File: config.mk
export PLATFORM = sky130hd
export DESIGN_NAME = uart_rx
export DESIGN_NICKNAME = d
export VERILOG_FILES = /design/src/rtl/uart_rx.sv
export SDC_FILE = /design/constraint.sdc
export NUM_CORES = 1
export LEC_CHECK = 0
export CORE_MARGIN = 8
export CORE_UTILIZATION = 35
export DETAILED_ROUTE_END_ITERATION = 8
export PLACE_DENSITY = 0.52
export SYNTH_ARGS = -nofsm -noshare
export SYNTH_HDL_FRONTEND = slang
export SYNTH_SLANG_ARGS = --single-unit
File: constraint.sdc
create_clock -name clock -period 1.75 [get_ports clock]
set_clock_uncertainty 0.05 [all_clocks]
set_input_delay 0.35 -clock clock [delete_from_list [all_inputs] [get_ports clock]]
set_output_delay 0.35 -clock clock [all_outputs]
set_load 0.005 [all_outputs]
File: src/rtl/uart_rx.sv
// UART receiver: 16x oversampled, LSB-first, no parity, one stop bit.
// Centre-samples each bit and strobes valid or framing-error for one clock.
module uart_rx #(
    parameter int DATA_BITS = 8
) (
    input  logic                 clock,
    input  logic                 reset,
    input  logic                 ce_16,
    input  logic                 ser_in,
    output logic [DATA_BITS-1:0] rx_data,
    output logic                 new_rx_data,
    output logic                 frame_err,
    output logic                 rx_busy
);

    typedef enum logic [2:0] {
        IDLE,
        START,
        DATA,
        STOP,
        BREAK
    } state_t;

    localparam logic [2:0] LAST = 3'(DATA_BITS - 1);

    state_t               state;
    logic [3:0]           tick;
    logic [2:0]           bitcnt;
    logic [DATA_BITS-1:0] shift;
    logic                 sync1;
    logic                 in_s;

    always_ff @(posedge clock or negedge reset) begin
        if (!reset) begin
            sync1 <= 1'b1;
            in_s  <= 1'b1;
        end else begin
            sync1 <= ser_in;
            in_s  <= sync1;
        end
    end

    always_ff @(posedge clock or negedge reset) begin
        if (!reset) begin
            state       <= IDLE;
            tick        <= 4'd0;
            bitcnt      <= 3'd0;
            shift       <= '0;
            rx_data     <= '0;
            new_rx_data <= 1'b0;
            frame_err   <= 1'b0;
            rx_busy     <= 1'b0;
        end else begin
            // strobes self-clear so they last one clock whatever the ce_16 spacing
            new_rx_data <= 1'b0;
            frame_err   <= 1'b0;
            if (ce_16) begin
                unique case (state)
                    IDLE: begin
                        if (!in_s) begin
                            state   <= START;
                            tick    <= 4'd0;
                            rx_busy <= 1'b1;
                        end
                    end
                    START: begin
                        tick <= tick + 4'd1;
                        if (tick == 4'd7) begin
                            if (!in_s) begin
                                state  <= DATA;
                                tick   <= 4'd0;
                                bitcnt <= 3'd0;
                            end else begin
                                state   <= IDLE;
                                rx_busy <= 1'b0;
                            end
                        end
                    end
                    DATA: begin
                        tick <= tick + 4'd1;
                        if (tick == 4'd15) begin
                            shift  <= {in_s, shift[DATA_BITS-1:1]};
                            bitcnt <= bitcnt + 3'd1;
                            if (bitcnt == LAST) begin
                                state <= STOP;
                            end
                        end
                    end
                    STOP: begin
                        tick <= tick + 4'd1;
                        if (tick == 4'd15) begin
                            rx_data <= shift;
                            if (in_s) begin
                                new_rx_data <= 1'b1;
                                state       <= IDLE;
                                rx_busy     <= 1'b0;
                            end else begin
                                frame_err <= 1'b1;
                                state     <= BREAK;
                            end
                        end
                    end
                    BREAK: begin
                        // wait for the line to go idle so a held-low line is one error
                        if (in_s) begin
                            state   <= IDLE;
                            rx_busy <= 1'b0;
                        end
                    end
                    default: begin
                        state   <= IDLE;
                        rx_busy <= 1'b0;
                    end
                endcase
            end
        end
    end

endmodule

[Word-level counts from Yosys, hierarchy flattened]
Cells that the tools add are included.
Operators by class
  add/subtract/negate cells: 2
  equal/unequal tests: 14
  mux-type cells: 30
  bitwise operators: 1
  reductions and logical operators: 10
Operators with widths (count)
  $mux 3: 10
  $pmux 3 s5: 1
  $ne 2x2->1 const B: 7
  $mux 1: 12
  $mux 4: 3
  $pmux 4 s3: 1
  $reduce_and 5->1: 2
  $reduce_and 3->1: 3
  $reduce_and 7->1: 1
  $eq 3x2->1 const B: 2
  $eq 3x3->1 const B: 2
  $pmux 3 s2: 1
  $pmux 1 s5: 1
  $add 4x1->4 const B: 1
  $eq 4x3->1 const B: 1
  $eq 4x4->1 const B: 1
  $add 3x1->3 const B: 1
  $eq 3x1->1 const B: 1
  $logic_not 3->1: 1
  $reduce_bool 3->1: 1
  $mux 2: 1
  $reduce_bool 2->1: 1
  $reduce_or 2->1: 1
  $not 1->1: 1
Word-level totals
  register bits after elaboration: 31
  bits of input ports: 4
  logic and storage cells: 67

[Logic depth before layout (Yosys ltp)]
  depth in word-level cells: 4
  depth in mapped cells: 6

[Worst setup path before layout]
OpenSTA, ideal clock, no wires.
  path kind: register to register
  start point: register tick[0]
  end point: register state[2]
  arrival: 1452 ps
  path slack: 130 ps
  cell stages (with the launch flop): 7
  path buffers: 1
  period minus slack after synthesis: 1620 ps
  cell sequence: dfrtp_1 -> ha_1 -> and4_1 -> and3_1 -> buf_6 -> and2b_4 -> a21o_1
On the way
  longest elaborated chain between the ends: 3
RTL lines
  start: declaration: line 27  | logic [3:0] tick;
  start signal: assignment: line 67  | tick <= tick + 4'd1;
  start signal: assignment: line 80  | tick <= tick + 4'd1;
  start signal: assignment: line 90  | tick <= tick + 4'd1;
  $eq 4x4->1 / $eq 4x3->1 (equally long branches): line 81, 91, 68
  $ne 2x2->1 (no line)
  $reduce_and 7->1 (no line) *
  end signal: assignment: line 85  | state <= STOP;
  end signal: assignment: line 95  | state <= IDLE;
  end signal: assignment: line 99  | state <= BREAK;
  end: declaration: line 26  | state_t state;
Every way passes the cells marked *; elsewhere a longest branch is shown, timed or not.
A chain may end at the register's enable or synchronous reset.

[Worst setup path after layout]
  start point: register tick[0]
  end point: register rx_data[3]
On the way
  longest elaborated chain between the ends: 2
RTL lines
  $eq 4x4->1: line 91  | if (tick == 4'd15) begin
  $reduce_and 3->1 (no line)
  end signal: assignment: line 92  | rx_data <= shift;
  end: declaration: line 10  | output logic [DATA_BITS-1:0] rx_data,
Every way passes these cells.

==> impl_summary.md <==
Route
The number of DRC violations after detailed routing is 0. After detailed routing, the number of vias per cell comes to 4.82. The initial detailed-routing violation count is 49.

The first detailed-routing pass ran for 4 iterations. The detailed-route via count is 949. The number of nets with antenna violations after detailed routing is 0.

After detailed routing, the average wire length per cell comes to 13.8 um. The final wirelength is 2720 um.

Logic synthesis
The post-synthesis register bit count is 31. The fraction of registers with async set or reset after synthesis is 1.00. The number of enable flip-flop cells after synthesis is 0. The count of yosys warnings during synthesis is 0.

The number of nets in the synthesized netlist is 121. In the synthesized netlist, the cells that appear most often are 29 x dfrtp_1, 10 x mux2_4, 7 x inv_1, 6 x a21oi_1, 6 x mux2_2. Synthesis produced 114 cells. Of the post-synthesis cell area, the dominant cell type holds 0.500. In the post-synthesis netlist, the cell with the most instances is dfrtp_1. The synthesized netlist contains 34 unique library cells. After synthesis, the cell types taking the most area are dfrtp_1 50%, mux2_4 10%, mux2_2 4.7%. The most used flip-flop cell after synthesis is dfrtp_1. The post-synth design cell area is 1450 sq um. For this run, the register share of the synthesized area comes to 0.537. The mean instance size in the synthesized netlist is 12.7 sq um. The biggest area contributor in the post-synthesis netlist is dfrtp_1.

Setup path
Traced cell by cell, the critical path runs through ha_1, and4_1, and3_1, buf_4, mux2_2. The largest single stage delay on the critical path is 380 ps. STA classifies the critical path endpoint as a flip-flop.

The cell family contributing the most delay on the critical path is simple AND/OR/NAND/NOR gates. At the worst endpoint, the required time is 1860 ps. The number of cells on the worst reg-to-reg path is 5. The data arrival at the endpoint of the critical path is 1780 ps.

The worst register-to-register path ends at rx_data[3]. The worst reg-to-reg setup slack is 80 ps. The startpoint identified for the worst register-to-register timing path is tick[0]. For this design, the slowest cell found on the critical path is dfrtp_1. In this run the worst path has a maximum fanout of 6. Tracing the worst setup path back leads to its startpoint at tick[0]. The kind of launch point of the worst setup path is a flip-flop. The critical path buffer and inverter count is 1. The critical path start-end classification is flip-flop to flip-flop.

Clocking
The clock reaches the later pin of the worst-skew pair after 280 ps. The largest buffer count on any clock path is 2. Buffers added to address setup during post-CTS repair amount to 0. The clock drives 31 sinks. The H-tree was split into 2 levels. The cell sitting at the root of the clock tree is a clkbuf_8. Gates resized during post-CTS repair numbered 0. The clock transition time at the flip-flop clock pins of the worst setup and hold paths is 70 ps. The total CTS buffers is 5. The number of buffers inserted by hold repair at cts is 0.

The TritonCTS clock tree is built.

Global routing
In the global route stage, overall resource usage came out at 0.100. For this run, global-route usage on met3 was measured as 0.0391. For this run, global-route usage on met1 was measured as 0.119. The initial antenna violation count came to 0.

The total overflow left after global routing is 0. After global routing, the most crowded layer is met2. For this run, global-route usage on met2 was measured as 0.149. The via count of the first global-routing pass was 1042.

The wire length of the first global-routing pass is 4960 um. The maximum number of pins on one net before global-route repair is 32.

Pwr
The relative contribution of the clock network to total power is 0.270. The share of total power dissipated in combinational logic is 0.281. The total leakage power is 0.000870 uW. The internal power summed over all cells is 1460 uW. The switching power of the nets is 640 uW. The switching power as a share of total power is 0.305. The total power is 2100 uW.

The power per unit of standard cell area is 1140 nW/um^2. Across the VDD grid, the largest voltage drop is 0.000716 V. The share of total power dissipated in sequential elements is 0.449.

Final layout
Relative to the synthesized area, the layout overhead comes to 26.5%. The fraction of final layout cells sized beyond drive strength 1 is 0.299. The number of non-filler instances in the completed layout is 197. The number of antenna diodes in the final layout is 0. The final design instance area without fill is 1830 sq um. After the last flow step, the layout net total stands at 154.

Placed design
Routability-driven placement finished with a final weighted congestion of 0.797. The cell count after placement is 190. Buffers placed on the I/O ports in this run total 14. The HPWL after detailed placement is 2020 um. Summing all placed instances gives a cell area of 1750 sq um. The worst slack after detailed placement is -99.8 ps.

Timing
The final setup slack of the worst path is 83.6 ps. Setup violations remaining at the end of the flow were counted as 0. Headroom to the max-slew limit came out at 0.744.

The maximum clock frequency is 0.600 GHz. Setup repair after global routing left no endpoint under its margin. The final hold violation count is 0. The final critical path time including I/O delays and setup is 1670 ps. Of the available clock period, the critical path in the final layout requires 0.952. The final number of max-transition violations is 0.

For the pin with the worst max-slew slack, the measured transition is 384 ps.

Run
The number of max-cap violations is 0.

Floorplan
In this run the horizontal extent of the chip is 80.4 um. The area of the placeable core is 4000 sq um. In this run the core area contains 23 standard-cell rows. The chip height is 80.4 um.

For this configuration, the core starts out at a cell density of 0.363. Pin placement for this block handled 15 I/O pins. The floorplan step defined a die boundary enclosing 6460 sq um.

Hold path
The critical hold path startpoint is sync1. The worst hold path class is flip-flop to flip-flop. Along the worst hold path, the cell count comes to 0. The worst min-delay path endpoint is in_s.

Outcome
The run finished with clean final reports.
[metal layers]
| layer | vias up | share of wire |
|---|---|---|
| li1 | 461 | - |
| met1 | 464 | 0.47 |
| met2 | 19 | 0.46 |
| met3 | 5 | 0.058 |
| met4 | 0 | 0.015 |
| met5 | - | 0 |
[power by group through the flow]
stage | logic (uW) | clock network (uW) | registers, uW
after floorplan | 423 | 0 | 935
after global placement | 587 | 0 | 951
after detailed placement | 597 | 0 | 956
after CTS | 599 | 586 | 944
after global routing | 677 | 621 | 968
final | 589 | 567 | 942
[registers in the layout, summed over array words and instances (netlist names)]
signal       flops
bitcnt           3
frame_err        1
in_s             1
new_rx_data      1
rx_busy          1
rx_data          8
shift            8
state            3
sync1            1
tick             4
[through the flow]
stage	util	setup TNS, ps	hold WS, ps
floorplan	-	0	4.41
global placement	0.437	-464	297
detailed placement	0.437	-613	300
CTS	0.459	0	309
global route	0.459	0	314
finish	0.459	0	309
[how the worst max path moves through the flow]
stage          slack (ps)  depth (start not counted)         end
2_1_floorplan         130                          6    state[2]
3_5_place_dp         -100                          5  rx_data[3]
3_3_place_gp          -70                          5  rx_data[4]
6_report               80                          5  rx_data[3]
5_1_grt                30                          5  rx_data[4]
4_1_cts                90                          5  rx_data[3]
[area by class of cell]
class / instances / area [sq um]
sequential: 31 / 778
multi-input combinational: 72 / 607
timing repair buffer: 30 / 273
inverter: 7 / 26.3
clock buffer: 6 / 82.6
clock inverter: 1 / 5.00
fill: 367 / 2170
tap: 50 / 62.6
[kinds of logic after synthesis]
logic type / share of synthesized area
xor+xnor: 0.00604
simple gates: 0.136
flops: 0.537
fa+ha+maj: 0.0259
mux: 0.178
buf+inv: 0.0449
compound gates: 0.0725
[layout by cell type, fill, tap and decap left out, drive strengths merged, types with 3 or more instances in the layout]
cell type and count:
a21oi 6, and3 4, buf 16, clkbuf 6
clkdlybuf4s50 14, dfrtp 29, ha 3, inv 7
mux2 16, mux2i 4, nand2 5, nand2b 4
nand3b 4, nor2 3, o21ai 3
[worst register-to-register path: cells and delay by family (launching register included)]
| family | cells | cell delay, ps |
|---|---|---|
| simple gates | 2 | 410 |
| mux | 1 | 340 |
| flops | 1 | 380 |
| buf+inv | 1 | 160 |
| fa+ha+maj | 1 | 200 |
Note: power is estimated with default switching activity, not from simulation.
==> RTL edit, RTL diff (same settings) <==
The parameter `DATA_BITS` goes from 8 to 9.
--- a/src/rtl/uart_rx.sv
+++ b/src/rtl/uart_rx.sv
@@ -1,7 +1,7 @@
 // UART receiver: 16x oversampled, LSB-first, no parity, one stop bit.
 // Centre-samples each bit and strobes valid or framing-error for one clock.
 module uart_rx #(
-    parameter int DATA_BITS = 8
+    parameter int DATA_BITS = 9
 ) (
     input  logic                 clock,
     input  logic                 reset,
Ports: changed (resized rx_data); port bits go from 15 to 16. No check against the original RTL was run, so the function may have changed too.
==> RTL edit against the unedited design <==
- synthesized area rose by 6.1%
- worst setup slack improved by 0.045 ns
- first-iteration DRC count rose by 43%
- combinational power fell by 19%
- wire length rose by 11%
- sequential share of layout area barely moved
- cell area rose by 6.5%
- sequential cell count rose by 2
- power rose by 0.53%
- critical path type unchanged
- largest power group unchanged
- highest routed layer unchanged
==> RTL edit: results (changes against the unedited design) <==
| Metric | Value |
|---|---|
| WL/cell | 14.9 um (+7.8%) |
| Vias in the first global route | 1,104 (+6.0%) |
| Status | finished, final reports clean |
| Reg-to-reg slack, setup | 0.13 ns (+0.05 ns) |
| Worst-margin pin slew | 0.315 ns (-0.0685 ns) |
| Routability-driven placement congestion ratio | 0.757 (-4.9%) |
| Share of cells above drive strength 1 | 0.300 (+0.000680) |
| Pint | 1530 uW (+4.9%) |
| Avg Inst Size Synth | 12.6 sq um (-0.83%) |
| Register area share after synthesis | 0.538 (+0.00154) |
| Hold slack | 0.308 ns (-0.000861 ns) |
| Largest stage delay on the critical path | 0.48 ns (+0.10 ns) |
| Place WS | -0.143 ns (-0.0428 ns) |
| Synth area leaders | dfrtp_1 50%, mux2_2 13%, dfstp_2 3.4% |
| Largest regs | rx_data: 9 flops, shift: 9 flops, tick: 4 flops |
| Sequential logic power | 902 uW (-4.2%) |
| M2 GR Usage | 0.155 (+0.00589) |
| M1 WL | 1460 um (+15%) |
| Global-route wire length before repair | 5220 um (+5.3%) |
| GRT Util Overall | 0.102 (+0.00169) |
| Port-buffer cells | 15 (+1) |
| Largest net degree at the start of global routing | 34 (+6.3%) |
| Combinational Power Share | 0.227 (-0.054) |
| Detailed Place HPWL | 2100 um (+4.1%) |
| Met1 GRT Util | 0.126 (+0.00696) |
RTL edit: cell types whose count changed in the layout (fill, tap and decap cells not counted), sizes merged, moves of 3 or more:
cell    unedited run  this run
nand4b             0         3
buf               16        13
inv                7         3
mux2              16        19
and3               4         0
a21oi              6         2
o21ai              3         6
RTL edit: logic make-up (layout without fill, tap and decap cells):
logic type               Yosys count  count (layout)  share of synthesized area
buffers and inverters             11              39                     0.0333
AND/OR/NAND/NOR                   34              34                      0.156
adder cells (fa/ha/maj)            3               3                     0.0244
AO/OA/AOI/OAI                     19              19                     0.0878
multiplexers                      21              21                      0.154
flip-flops                        33              33                      0.538
XOR/XNOR                           1               1                    0.00569
RTL edit: layout make-up:
class                           instances  area (sq um)
Fill cell                             400          2340
Multi-Input combinational cell         78           659
Sequential cell                        33           828
Clock inverter                          1          30.0
Timing Repair Buffer                   28           273
Tap cell                               52          65.1
Clock buffer                            7          86.3
Inverter                                3          11.3
